`src/rtl/mux_nx1_pipe.sv`:
```
// N:1 datapath multiplexer with a registered output and a valid/ready handshake.
// Out-of-range select codes produce DEFAULT_VAL, flag out_sel_err and bump a
// saturating error counter.
//
// Build option: MUX_NX1_SKID_EN
//   undefined : single output register, in_ready = !out_valid || out_ready
//   defined   : extra skid entry, in_ready is a flop (no comb path from out_ready)
//
// Skid-mode states:
//   state    | meaning
//   ST_EMPTY | nothing held, out_valid=0
//   ST_ONE   | output register full, skid empty
//   ST_TWO   | output and skid full, in_ready=0
module mux_nx1_pipe #(
    parameter int               WIDTH       = 32,
    parameter int               N           = 3,
    parameter int               SEL_W       = 2,
    parameter logic [WIDTH-1:0] DEFAULT_VAL = '0
) (
    input  logic                 clk,
    input  logic                 reset,
    input  logic [N*WIDTH-1:0]   in_data,
    input  logic [SEL_W-1:0]     sel,
    input  logic                 in_valid,
    output logic                 in_ready,
    output logic [WIDTH-1:0]     out_data,
    output logic                 out_valid,
    input  logic                 out_ready,
    output logic                 out_sel_err,
    output logic [7:0]           err_count
);

    logic [WIDTH-1:0] pick_data;
    logic             pick_err;
    logic             accept;
    logic             push;

    assign accept = in_valid && in_ready;
    assign push   = out_valid && out_ready;

    // Select the addressed word; any code without a matching input falls back to DEFAULT_VAL.
    always_comb begin
        pick_data = DEFAULT_VAL;
        pick_err  = 1'b1;
        for (int k = 0; k < N; k++) begin
            if (sel == SEL_W'(k)) begin
                pick_data = in_data[k*WIDTH +: WIDTH];
                pick_err  = 1'b0;
            end
        end
    end

    // Count accepted out-of-range beats, sticking at 255.
    always_ff @(posedge clk or posedge reset) begin
        if (reset) begin
            err_count <= 8'd0;
        end else if (accept && pick_err && (err_count != 8'hFF)) begin
            err_count <= err_count + 8'd1;
        end
    end

`ifdef MUX_NX1_SKID_EN

    typedef enum logic [1:0] {
        ST_EMPTY = 2'd0,
        ST_ONE   = 2'd1,
        ST_TWO   = 2'd2
    } state_t;

    state_t           state;
    state_t           state_nxt;
    logic             load_new;
    logic             load_from_skid;
    logic             load_skid;
    logic             in_ready_q;
    logic [WIDTH-1:0] skid_data;
    logic             skid_err;

    assign out_valid = (state != ST_EMPTY);
    assign in_ready  = in_ready_q;

    // State register.
    always_ff @(posedge clk or posedge reset) begin
        if (reset) begin
            state <= ST_EMPTY;
        end else begin
            state <= state_nxt;
        end
    end

    // Next state and storage load strobes.
    always_comb begin
        state_nxt      = state;
        load_new       = 1'b0;
        load_from_skid = 1'b0;
        load_skid      = 1'b0;
        case (state)
            ST_EMPTY: begin
                if (accept) begin
                    load_new  = 1'b1;
                    state_nxt = ST_ONE;
                end
            end
            ST_ONE: begin
                if (accept && push) begin
                    load_new = 1'b1;
                end else if (accept) begin
                    load_skid = 1'b1;
                    state_nxt = ST_TWO;
                end else if (push) begin
                    state_nxt = ST_EMPTY;
                end
            end
            ST_TWO: begin
                if (push) begin
                    load_from_skid = 1'b1;
                    state_nxt      = ST_ONE;
                end
            end
            default: begin
                state_nxt = ST_EMPTY;
            end
        endcase
    end

    // in_ready is registered from the upcoming state so out_ready never reaches it combinationally.
    always_ff @(posedge clk or posedge reset) begin
        if (reset) begin
            in_ready_q <= 1'b1;
        end else begin
            in_ready_q <= (state_nxt != ST_TWO);
        end
    end

    // Output and skid storage.
    always_ff @(posedge clk or posedge reset) begin
        if (reset) begin
            out_data    <= '0;
            out_sel_err <= 1'b0;
            skid_data   <= '0;
            skid_err    <= 1'b0;
        end else begin
            if (load_new) begin
                out_data    <= pick_data;
                out_sel_err <= pick_err;
            end else if (load_from_skid) begin
                out_data    <= skid_data;
                out_sel_err <= skid_err;
            end
            if (load_skid) begin
                skid_data <= pick_data;
                skid_err  <= pick_err;
            end
        end
    end

`else

    assign in_ready = !out_valid || out_ready;

    // Single output register; a same-cycle accept and push simply overwrites it.
    always_ff @(posedge clk or posedge reset) begin
        if (reset) begin
            out_valid   <= 1'b0;
            out_data    <= '0;
            out_sel_err <= 1'b0;
        end else if (accept) begin
            out_valid   <= 1'b1;
            out_data    <= pick_data;
            out_sel_err <= pick_err;
        end else if (push) begin
            out_valid   <= 1'b0;
        end
    end

`endif

endmodule

```
`config.mk`:
```
export PLATFORM = sky130hd
export DESIGN_NAME = mux_nx1_pipe
export DESIGN_NICKNAME = d
export VERILOG_FILES = /design/src/rtl/mux_nx1_pipe.sv
export SDC_FILE = /design/constraint.sdc
export NUM_CORES = 1
export LEC_CHECK = 0
export CAP_MARGIN = 20
export CORE_MARGIN = 10
export CORE_UTILIZATION = 37
export DETAILED_ROUTE_END_ITERATION = 16
export PLACE_DENSITY = 0.77
export SYNTH_ARGS = -nofsm -noshare
export SYNTH_HDL_FRONTEND = slang
export SYNTH_SLANG_ARGS = --single-unit
```
`constraint.sdc`:
```
create_clock -name clk -period 2.04 [get_ports clk]
set_input_delay 0.408 -clock clk [delete_from_list [all_inputs] [get_ports clk]]
set_output_delay 0.408 -clock clk [all_outputs]
set_load 0.05 [all_outputs]
```
==> results.json, run 1 <==
{
  "status": "finished clean",
  "hold_buffers": 0,
  "vias": 2312,
  "critPathTopFamily": "buffers and inverters",
  "hold_viol": 0,
  "dp_hpwl_um": 6320,
  "die_h_um": 99.3,
  "fp.dieArea_um2": 9850,
  "slowest_delay_ns": 0.84,
  "grt_max_degree": 34,
  "maxSlewViolCount": 0,
  "clkTransAtPathRegs_ns": 0.08,
  "clockBufferDepth": 2,
  "fmax_ghz": 0.505,
  "clock_skew_ns": 0.00855,
  "yosysTopAreaCell": "dfrtp_1",
  "max_slew_margin_pct": 63.9,
  "gp_congestion": 0.787,
  "synth_edf_count": 0,
  "first_pass_iters": 4,
  "ir_drop_v": 0.000396,
  "drv_cap": 0,
  "ys_seq_elements": 42,
  "htree_levels": 2,
  "clk_latency_ns": 0.29,
  "ctsResizeCount": 0,
  "ys_warn_count": 0,
  "synthFlopType": "dfrtp_1",
  "layout.nets": 504,
  "std_cell_rows": 28,
  "antenna_cells": 0,
  "yosysUniqueCellTypes": 32,
  "tns_ns": 0,
  "syn_to_final_growth_pct": 70.4,
  "netlist_area_um2": 2320,
  "post-route-period-util_pct": 97.1,
  "p_leak_nw": 1.71,
  "crit_buf_inv": 1,
  "start_kind": "register",
  "layout_common_cells": "clkdlybuf4s50_1 (139), dfrtp_1 (42), nand2_1 (36)",
  "syn_area_per_cell_um2": 9.01,
  "start_util_pct": 38.6,
  "n_fill_cell": 546,
  "synth_nets": 361,
  "globalRouteOverflowTotal": 0,
  "worstPathCellList": "clkdlybuf4s50_1",
  "die_w_um": 99.3,
  "grt_pass1_vias": 2515,
  "drive_gt1_share_pct": 9.70,
  "cts_buffers": 5,
  "critPathCaptureType": "output port",
  "via_per_inst": 4.85,
  "tightest_slew_ns": 0.540,
  "groute.usage.overall_pct": 15.3,
  "stdcell_count": 477,
  "fin_hold_ws_ns": 0.409,
  "antenna_found_initial": 0,
  "io_pins": 145,
  "crit_type": "reg2out",
  "cpMaxStageDelayCell": "clkdlybuf4s50_1",
  "cts_root_buffer": "clkbuf_8",
  "netlist.area_leader.share_pct": 45.2,
  "port_buffers": 144,
  "setup_viol": 0,
  "drt-wirelength-per-cell_um": 16.2,
  "async_flop_share_pct": 100,
  "dp_cells": 469,
  "grt_setup_unrepaired": "no",
  "cts_tree": "yes",
  "cp.required_ns": 1.63,
  "routed_wl_um": 7750,
  "power_density_nw_per_um2": 737,
  "grt_pass1_wl_um": 12400,
  "synth-seq-area-share_pct": 45.2,
  "final.min_clock_period_ns": 1.98,
  "synth_cells": 258,
  "min_path_type": "in2async",
  "worstPathArrival_ns": 1.57,
  "utilization_pct": 65.7,
  "layout_commonest_cell": "clkdlybuf4s50_1",
  "drt_iter0_drc": 25,
  "drc_errors": 0,
  "synth_area_leaders": "dfrtp_1 (45%), mux2i_1 (14%), a21oi_1 (7.3%)",
  "antenna_left": 0,
  "post_cts_buffers": 0,
  "clkSinkCount": 42,
  "totalPowerFinal_mw": 2.92,
  "cp_max_fo": 5,
  "core-area_um2": 6030
}
[logic make-up (layout without fill, tap and decap cells)]
| logic type | Yosys count | after routing | synth area share [%] |
|---|---|---|---|
| mux | 36 | 36 | 15.9 |
| flops | 42 | 42 | 45.2 |
| xor+xnor | 2 | 2 | 0.754 |
| simple gates | 86 | 86 | 16.7 |
| compound gates | 69 | 69 | 16.0 |
| fa+ha+maj | 1 | 1 | 0.538 |
| buf+inv | 22 | 166 | 4.84 |
[registers in the layout, summed over array words and instances, names as in the netlist]
register     count
out_valid        1
out_data        32
out_sel_err      1
err_count        8
[metrics by stage]
step | setup WS (ns) | area [um2]
after floorplan | 0.153 | 2320
after global placement | 0.160 | 3870
after detailed placement | 0.107 | 3870
after CTS | 0.0527 | 3960
after global routing | 0.0179 | 3960
final | 0.0594 | 3960
[cell usage after synthesis, types with 2 or more instances]
| cell | number |
|---|---|
| inv_1 | 2 |
| nand3_1 | 4 |
| nor3_1 | 2 |
| mux2_2 | 3 |
| buf_4 | 5 |
| o21ai_0 | 26 |
| nor2_1 | 32 |
| mux2i_1 | 32 |
| dfrtp_1 | 42 |
| o21ai_1 | 6 |
| clkbuf_1 | 5 |
| buf_2 | 9 |
| a21oi_1 | 34 |
| nand2_2 | 2 |
| nand2_1 | 36 |
| nand4_1 | 2 |
[worst paths after layout]
check / startpoint / endpoint / slack, ns / cells past startpoint
max reg2reg: err_count[0] / err_count[6] / 0.42 / 5
max in group asynchronous: reset / out_data[20] / 1.16 / 3
max: err_count[4] / err_count[4] / 0.06 / 1
min in group clk: out_sel_err / out_sel_err / 0.48 / 1
min: reset / out_data[9] / 0.41 / 2
min reg2reg: out_sel_err / out_sel_err / 0.48 / 1
[power by group]
group | leakage, nW | switching (mW) | internal [mW]
combinational | 1.13 | 0.762 | 0.533
clock | 0.0472 | 0.294 | 0.272
sequential | 0.537 | 0.0965 | 0.961
total | 1.71 | 1.15 | 1.77
[routing by layer]
layer	part of all wire (%)	GRT usage [%]	vias up	routed length, um
met4	0.59	3.64	0	46
met2	49	26.2	89	3820
met5	0	0	-	0
li1	-	-	1164	-
met3	10	7.13	4	798
met1	40	16.7	1055	3080
[final cells by class]
type	instances	area, um2	share of cell area [%]
timing repair buffer	155	1550	39.0
clock buffer	6	82.6	2.08
sequential	42	1050	26.5
clock inverter	2	12.5	0.316
tap	75	93.8	2.37
inverter	3	11.3	0.284
multi-input combinational	194	1160	29.4
Power figures use the tool's default switching activity.
==> run 2, diff against run 1 <==
--- a/config.mk
+++ b/config.mk
@@ -6,7 +6,7 @@
 export NUM_CORES = 1
 export LEC_CHECK = 0
 export CAP_MARGIN = 20
-export CORE_MARGIN = 10
+export CORE_MARGIN = 4
 export CORE_UTILIZATION = 37
 export DETAILED_ROUTE_END_ITERATION = 16
 export PLACE_DENSITY = 0.77
==> run 2 against run 1 <==
Net effect:
- sequential share of layout area decreased by 0.31 points
- combinational power about the same
- global-route usage increased by 3.3 points
- sequential cell count unchanged
- utilization increased by 0.79 points
- non-clock buffer count decreased by 1
- critical path depth unchanged
- clock power increased by 42%
- clock skew decreased by 0.0039 ns
- fmax decreased by 0.23%
- worst hold slack improved by 0.014 ns
- worst setup slack got worse by 0.0046 ns
- critical endpoint is now err_count[6]
- largest cell class unchanged
- highest routed layer unchanged
==> results.json, run 2 (synthesis results as in run 1) <==
{
  "status": "finished clean",
  "post_cts_buffers": 0,
  "rr_worst_depth": 5,
  "worstReg2RegStart": "err_count[0]",
  "std_cell_rows": 28,
  "wl_met2_um": 3440,
  "drt_iter0_drc": 51,
  "drc_errors": 0,
  "layout_common_cells": "clkdlybuf4s50_1 (140), dfrtp_1 (42), nand2_1 (36)",
  "antenna_found_initial": 0,
  "groute.usage.overall_pct": 18.5,
  "drt-wirelength-per-cell_um": 14.7,
  "syn_to_final_growth_pct": 72.4,
  "layout_commonest_cell": "clkdlybuf4s50_1",
  "layout.nets": 503,
  "r2r-end": "err_count[6]",
  "clockBufferDepth": 2,
  "setup_viol": 0,
  "fp.dieArea_um2": 7620,
  "grt_setup_unrepaired": "no",
  "tightest_slew_ns": 0.532,
  "place_area_um2": 3860,
  "core-area_um2": 6030,
  "io_pins": 145,
  "antenna_cells": 0,
  "die_h_um": 87.3,
  "hold_viol": 0,
  "routed_wl_um": 7020,
  "htree_levels": 2,
  "met3_length_um": 746,
  "start_util_pct": 38.6,
  "power_density_nw_per_um2": 787,
  "r2r_slack_ns": 0.29,
  "first_pass_iters": 4,
  "via_per_inst": 4.84,
  "drive_gt1_share_pct": 8.98,
  "grt_pass1_vias": 2247,
  "hold_buffers": 0,
  "vias": 2302,
  "grt_max_degree": 34,
  "largest_register": "out_data",
  "design_area_um2": 4010,
  "cpMaxStageDelayCell": "clkdlybuf4s50_1",
  "dp_cells": 468,
  "critPathCaptureType": "output port",
  "ctsResizeCount": 0,
  "n_fill_cell": 524,
  "die_w_um": 87.3,
  "drv_cap": 0,
  "dp_hpwl_um": 5640,
  "clock_skew_ns": 0.00469,
  "cp.required_ns": 1.63,
  "crit_buf_inv": 1,
  "cts_tree": "yes",
  "min_path_type": "in2async",
  "clkSinkCount": 42,
  "post-route-period-util_pct": 97.3,
  "max_slew_margin_pct": 64.4,
  "globalRouteOverflowTotal": 0,
  "cp_max_fo": 5,
  "cts_root_buffer": "clkbuf_8",
  "gp_congestion": 0.765,
  "port_buffers": 144,
  "maxSlewViolCount": 0,
  "antenna_left": 0,
  "stdcell_count": 476,
  "largest_reg_flops": 32,
  "ir_drop_v": 0.000433,
  "crit_type": "reg2out",
  "final.min_clock_period_ns": 1.99,
  "cts_buffers": 5,
  "top_regs": "out_data x32, err_count x8",
  "slowest_delay_ns": 0.84,
  "start_kind": "register",
  "top_layer": "met4",
  "critPathTopFamily": "buffers and inverters",
  "m1WireLength_um": 2770,
  "clkTransAtPathRegs_ns": 0.08,
  "clk_latency_ns": 0.29,
  "worstPathArrival_ns": 1.58,
  "worstPathCellList": "clkdlybuf4s50_1",
  "grt_pass1_wl_um": 11100,
  "p_leak_nw": 1.75,
  "fmax_ghz": 0.504,
  "tns_ns": 0
}
==> run 2: cell count changes in the layout (fill, tap and decap cells not counted) <==
cell             before  now
clkdlybuf4s50_1     139  140
dlymetal6s2s_1        0    1
buf_4                12    9
clkinv_2              1    0
bufinv_16             0    2
clkinvlp_4            1    0
==> run 2: worst max-delay path by stage <==
stage	start	to	slack [ns]	cells after the start
5_1_grt	err_count[6]	err_count[6]	0.01	1
3_3_place_gp	sel[1]	err_count[1]	0.1	5
2_1_floorplan	out_valid	err_count[6]	0.15	6
4_1_cts	err_count[3]	err_count[3]	0.03	1
3_5_place_dp	sel[1]	err_count[1]	0.05	5
6_report	err_count[6]	err_count[6]	0.05	1
==> run 2: power breakdown <==
group          internal [mW]  switching, mW
combinational          0.535          0.754
sequential             0.961         0.0981
clock                  0.522          0.284
total                   2.02           1.14
==> run 2: layout make-up <==
cell class / instances / area, um2 / area share (%)
clock buffers: 6 / 82.6 / 2.06
clock inverters: 2 / 60.1 / 1.50
inverters: 3 / 11.3 / 0.281
multi-input cells: 194 / 1160 / 29.0
flip-flops and latches: 42 / 1050 / 26.2
well taps: 75 / 93.8 / 2.34
repair buffers: 154 / 1550 / 38.6
==> run 2: layer usage <==
layer / up-vias / global-route usage (%)
met5: - / 0
met4: 0 / 3.21
met3: 7 / 7.19
met2: 90 / 31.8
met1: 1044 / 22.2
li1: 1161 / -
==> run 2: stage by stage <==
step	hold slack [ns]	worst slack, ns	total power, mW	util [%]
2_1_floorplan	0.552	0.153	1.81	-
3_3_place_gp	0.462	0.0989	2.35	64.1
3_5_place_dp	0.465	0.0522	2.37	64.1
4_1_cts	0.432	0.0340	3.19	66.5
5_1_grt	0.438	0.0102	3.31	66.5
6_report	0.422	0.0548	3.15	66.5
